[src/rtl/fetch_stage.sv]
// Instruction-fetch stage: owns the PC, issues in-order imem requests, buffers returned
// words with their PCs, and handles decode back-pressure and PCSrc redirects.
module fetch_stage #(
  parameter int unsigned        ADDR_W    = 32,
  parameter int unsigned        INSTR_W   = 32,
  parameter logic [ADDR_W-1:0]  RESET_PC  = '0,
  parameter int unsigned        BUF_DEPTH = 2
) (
  input  logic               clock,
  input  logic               reset,
  output logic               imem_req_valid,
  output logic [ADDR_W-1:0]  imem_req_addr,
  input  logic               imem_req_ready,
  input  logic               imem_rsp_valid,
  input  logic [INSTR_W-1:0] imem_rsp_data,
  input  logic               pc_src,
  input  logic [ADDR_W-1:0]  pc_target,
  input  logic               id_stall,
  output logic               if_valid,
  output logic [INSTR_W-1:0] if_instr,
  output logic [ADDR_W-1:0]  if_pc,
  output logic [7:0]         if_op
);
  localparam int unsigned PW = (BUF_DEPTH > 1) ? $clog2(BUF_DEPTH) : 1;
  localparam int unsigned CW = $clog2(BUF_DEPTH + 1);

  typedef enum logic [1:0] {BOOT, FETCH, FLUSH} state_e;

  state_e             state_q, state_d;
  logic [ADDR_W-1:0]  pc_q, pc_d;
  logic [CW-1:0]      count_q, count_d, inflight_q, inflight_d, drop_q, drop_d;
  logic [PW-1:0]      head_q, head_d, tail_q, tail_d;
  logic [PW-1:0]      iwr_q, iwr_d, ird_q, ird_d;

  logic [INSTR_W-1:0] ibuf_q [BUF_DEPTH];
  logic [ADDR_W-1:0]  bpc_q  [BUF_DEPTH];
  logic [ADDR_W-1:0]  ipc_q  [BUF_DEPTH];

  logic               rsp_fire, rsp_push, req_fire, pop;
  logic [CW-1:0]      inflight_rem;
  logic [CW:0]        occupancy;

  function automatic logic [PW-1:0] next_ptr(input logic [PW-1:0] p);
    return (p == PW'(BUF_DEPTH - 1)) ? '0 : p + 1'b1;
  endfunction

  // A response arriving during a redirect or while draining stale requests is never buffered.
  always_comb begin
    rsp_fire       = imem_rsp_valid;
    rsp_push       = rsp_fire && (drop_q == '0) && !pc_src;
    inflight_rem   = inflight_q - CW'(rsp_fire);
    occupancy      = {1'b0, count_q} + {1'b0, inflight_q};
    imem_req_valid = (state_q != BOOT) && !pc_src && (occupancy < (CW+1)'(BUF_DEPTH));
    imem_req_addr  = pc_q;
    req_fire       = imem_req_valid && imem_req_ready;
    if_valid       = (count_q != '0);
    pop            = if_valid && !id_stall && !pc_src;
    if_instr       = if_valid ? ibuf_q[head_q] : '0;
    if_pc          = if_valid ? bpc_q[head_q] : '0;
    if_op          = if_instr[INSTR_W-1 -: 8];
  end

  always_comb begin
    state_d    = state_q;
    pc_d       = pc_q;
    count_d    = count_q;
    inflight_d = inflight_rem + CW'(req_fire);
    drop_d     = drop_q;
    head_d     = head_q;
    tail_d     = tail_q;
    iwr_d      = req_fire ? next_ptr(iwr_q) : iwr_q;
    ird_d      = rsp_fire ? next_ptr(ird_q) : ird_q;

    if (pc_src) begin
      pc_d    = pc_target;
      count_d = '0;
      head_d  = '0;
      tail_d  = '0;
      drop_d  = inflight_rem;
      state_d = (state_q != BOOT && inflight_rem != '0) ? FLUSH : FETCH;
    end else begin
      if (req_fire) pc_d = pc_q + ADDR_W'(4);
      if (rsp_fire && drop_q != '0) drop_d = drop_q - 1'b1;
      count_d = count_q + CW'(rsp_push) - CW'(pop);
      if (rsp_push) tail_d = next_ptr(tail_q);
      if (pop) head_d = next_ptr(head_q);
      case (state_q)
        BOOT:    state_d = FETCH;
        FLUSH:   if (drop_d == '0) state_d = FETCH;
        default: state_d = state_q;
      endcase
    end
  end

  always_ff @(posedge clock or posedge reset) begin
    if (reset) begin
      state_q    <= BOOT;
      pc_q       <= RESET_PC;
      count_q    <= '0;
      inflight_q <= '0;
      drop_q     <= '0;
      head_q     <= '0;
      tail_q     <= '0;
      iwr_q      <= '0;
      ird_q      <= '0;
    end else begin
      state_q    <= state_d;
      pc_q       <= pc_d;
      count_q    <= count_d;
      inflight_q <= inflight_d;
      drop_q     <= drop_d;
      head_q     <= head_d;
      tail_q     <= tail_d;
      iwr_q      <= iwr_d;
      ird_q      <= ird_d;
    end
  end

  // Issued-address FIFO pairs each in-order response with the PC it was fetched from.
  always_ff @(posedge clock) begin
    if (req_fire) ipc_q[iwr_q] <= pc_q;
    if (rsp_push) begin
      ibuf_q[tail_q] <= imem_rsp_data;
      bpc_q[tail_q]  <= ipc_q[ird_q];
    end
  end

`ifndef SYNTHESIS
  always_ff @(posedge clock) begin
    if (!reset) begin
      if (rsp_fire) assert (inflight_q != '0);
      if (rsp_push) assert (count_q < CW'(BUF_DEPTH));
    end
  end
`endif

endmodule

[config.mk]
export PLATFORM = sky130hd
export DESIGN_NAME = fetch_stage
export DESIGN_NICKNAME = d
export VERILOG_FILES = /design/src/rtl/fetch_stage.sv
export SDC_FILE = /design/constraint.sdc
export NUM_CORES = 1
export LEC_CHECK = 0
export BUFFER_PORTS_ARGS = -buffer_cell sky130_fd_sc_hd__buf_2
export CAP_MARGIN = 5
export CORE_ASPECT_RATIO = 1.2
export CORE_MARGIN = 5
export CORE_UTILIZATION = 56
export DETAILED_ROUTE_END_ITERATION = 12
export HOLD_SLACK_MARGIN = 0.02
export PLACE_DENSITY = 0.78
export SLEW_MARGIN = 20
export SYNTH_ARGS = -nofsm -noshare
export SYNTH_HDL_FRONTEND = slang
export SYNTH_SLANG_ARGS = --single-unit
[constraint.sdc]
create_clock -name clock -period 5.09 [get_ports clock]
set_clock_uncertainty 0.05 [all_clocks]
set_input_delay 0.509 -clock clock [delete_from_list [all_inputs] [get_ports clock]]
set_output_delay 0.509 -clock clock [all_outputs]
set_load 0.01 [all_outputs]
==> impl_metrics.yaml <==
place:
  io_buffers: 175
  place_congestion: 0.840
  hpwl_um: 13100
  pre_cts_ws_ns: 1.55
  place_area_um2: 10800
  dp.cells: 1026
cts:
  cts_hold_buf: 0
  tritoncts: "done"
  cts_buffers: 23
  root_buffer: "clkbuf_16"
  cts_resized: 0
  clockBufferDepth: 3
  clk_latency_ns: 0.49
  cts.sink_count: 236
  h-tree-depth: 1
  post_cts_buffers: 0
  clk_pin_slew_ns: 0.06
power:
  leakagePower_nw: 4.37
  pwr_density_cell_nw_per_um2: 452
  vdd_drop_max_v: 0.000297
  finalPower_w: 0.00520
synthesis:
  yosysSeqAreaShare: 0.709
  synth_seq_cells: 236
  ys.flop_type: "edfxtp_1"
  synth.most_common_cell: "edfxtp_1"
  synth_compound_area_frac: 0.0398
  synth.avg_cell_area_um2: 14.6
  syn-instance-count: 663
  synth.top_cells.by_count: "edfxtp_1, nor2_1, mux2i_1"
  yosys.area_share.simple: 0.0984
  yosysWarnings: 0
  netlist.area_leader.share: 0.595
  synth.distinct_cells: 47
  async_flop_share: 0.186
  synthesis.nets: 740
  synth-adder-area-share: 0.00982
  yosys-mux-area-fraction: 0.108
  yosysTopAreaCell: "edfxtp_1"
  synth_top_family_by_area: "multiplexers"
  synth_xor_xnor_area_share: 0.0127
  syn_area_um2: 9680
  synth_edf_count: 192
  synth_area_leaders: "edfxtp_1, dfrtp_1, mux2i_1, mux2_2, nor2_1"
finish:
  stdcell_area_um2: 11500
  fillers: 1165
  area_delta_synth_final_pct: 18.9
  antenna_cells: 0
  layout.cells.non_filler: 1068
  final_layout_size_suffix_gt1_frac: 0.311
  final_nets: 913
critical_path:
  worst_setup_path_start_kind: "register"
  path_cells: "and2_1 -> fa_1 -> nor3_1 -> nand3_1 -> buf_4 -> clkinv_1 -> nor2_1 -> o21ai_0 -> o311ai_0"
  cp_top_family: "simple AND/OR/NAND/NOR gates"
  worstRegToRegCells: 9
  r2r_start: "count_q[0]"
  cp_slowest_cell: "nor2_1"
  cpPeakStageDelay_ns: 0.99
  end_kind: "register"
  worst-path-stages: 9
  worst-path-buf-inv: 2
  cp_max_fo: 34
  rr_endpoint: "imem_req_addr[4]"
  reg2reg_slack_ns: 1.44
  worstSetupEndpoint: "imem_req_addr[4]"
  arrival_ns: 3.97
  cp-startpoint: "count_q[0]"
  critical_path_class: "reg2reg"
  required_ns: 5.41
global_route:
  grt_antenna_before_repair: 0
  grt_pass1_wl_um: 31400
  grt.overflow.total: 0
  grt_pass1_vias: 6061
  grt_max_degree: 69
  grtUsageTotal: 0.195
timing:
  hold_violations: 0
  min_period_ns: 3.65
  worst_pin_slew_ns: 1.04
  setup_viol: 0
  finalSetupTns_ns: 0
  rsz0062_at_grt: "false"
  slew_viol_final: 0
  slew_headroom: 0.301
  timing.fmax_ghz: 0.274
  fin_crit_sh: 0.718
  final.setup.worst_slack_ns: 1.44
floorplanning:
  chipWidth_um: 130
  die-area_um2: 20000
  ios: 176
  die_y_um: 154
  start_util: 0.572
  coreArea_um2: 16900
  num_rows: 52
route:
  drt-total-wl_um: 19700
  drc: 0
  antenna_left: 0
  vias: 6022
  first_iter_violations: 338
  via_per_inst: 5.64
  wl_per_cell_um: 18.5
  first_pass_iters: 5
outcome:
  status: "finished clean"
hold_path:
  min_path_type: "in2async"
flow_run:
  maxCapViolCount: 0
per-stage QoR:
stage               hold WS (ns)  utilization
detailed placement         0.428        0.636
finish                    0.0955        0.680
global route               0.140        0.680
CTS                        0.106        0.679
global placement           0.407        0.636
floorplan                  0.410            -
power breakdown:
group | switching, W | internal, W | leakage (nW)
Sequential | 0.000175 | 0.00237 | 2.27
Clock | 0.000658 | 0.000972 | 0.356
Combinational | 0.000596 | 0.000429 | 1.74
Total | 0.00143 | 0.00377 | 4.37
cells by family after synthesis:
kind of cell    after synthesis
mux                         100
buf+inv                      50
simple gates                198
fa+ha+maj                     7
flops                       236
xor+xnor                     14
compound gates               58
flip-flops by register name, summed over array words and instances (netlist names):
name / flops
bpc_q: 64
ibuf_q: 64
ipc_q: 64
imem_req_addr: 32
count_q: 2
drop_q: 2
inflight_q: 2
state_q: 2
head_q: 1
ird_q: 1
iwr_q: 1
tail_q: 1
worst min-delay path by stage:
| stage | from | to | slack [ns] | depth (start not counted) |
|---|---|---|---|---|
| 3_3_place_gp | ird_q | ird_q | 0.41 | 1 |
| 4_1_cts | reset | imem_req_addr[14] | 0.11 | 3 |
| 6_report | reset | imem_req_addr[14] | 0.1 | 3 |
| 2_1_floorplan | iwr_q | iwr_q | 0.41 | 1 |
| 5_1_grt | imem_rsp_data[6] | ibuf_q[0][6] | 0.14 | 1 |
| 3_5_place_dp | ird_q | ird_q | 0.43 | 1 |
placed cells by master, fill, tap and decap left out, types with 3 or more instances in the layout:
cell type	netlist	final
dfrtp_1	44	43
or3_1	3	3
o211ai_1	5	5
and2_1	4	4
nand4_1	12	12
buf_4	8	9
a221o_1	5	5
nand2_1	33	33
edfxtp_1	192	192
nor2_1	84	80
mux2_2	34	34
nor2_4	0	4
clkbuf_1	25	10
a21oi_1	6	6
and3_1	3	3
nand3b_1	3	3
a31oi_1	4	4
a21o_1	4	4
ha_1	6	6
mux2i_1	66	66
o21ai_0	22	22
nor2b_1	4	4
buf_2	0	175
o311ai_0	3	3
clkinv_2	0	3
inv_1	12	11
nor3_1	8	8
xnor2_1	8	8
xor2_1	6	6
a22oi_1	4	4
nand3_1	18	18
clkbuf_16	0	23
nor4_1	10	10
final cells by class:
type                    count  area (um^2)  share of cell area
clock buffers              35          641              0.0557
multi-input cells         377         2630               0.229
repair buffers            185          963              0.0837
clock inverters             6         86.3             0.00750
inverters                  13         48.8             0.00424
well taps                 216          270              0.0235
flip-flops and latches    236         6870               0.597
layer usage:
layer  vias up  global-route usage  wire [um]
li1       2814                   -          -
met1      2900               0.263       7760
met2       271               0.329       9970
met3        37              0.0316       1620
met4         0              0.0520        383
met5         -                   0          0
tightest hold or removal path: cells and delay by family:
kind,cells,cell delay (ns)
buffers and inverters,3,0.60
Power figures use the tool's default switching activity.
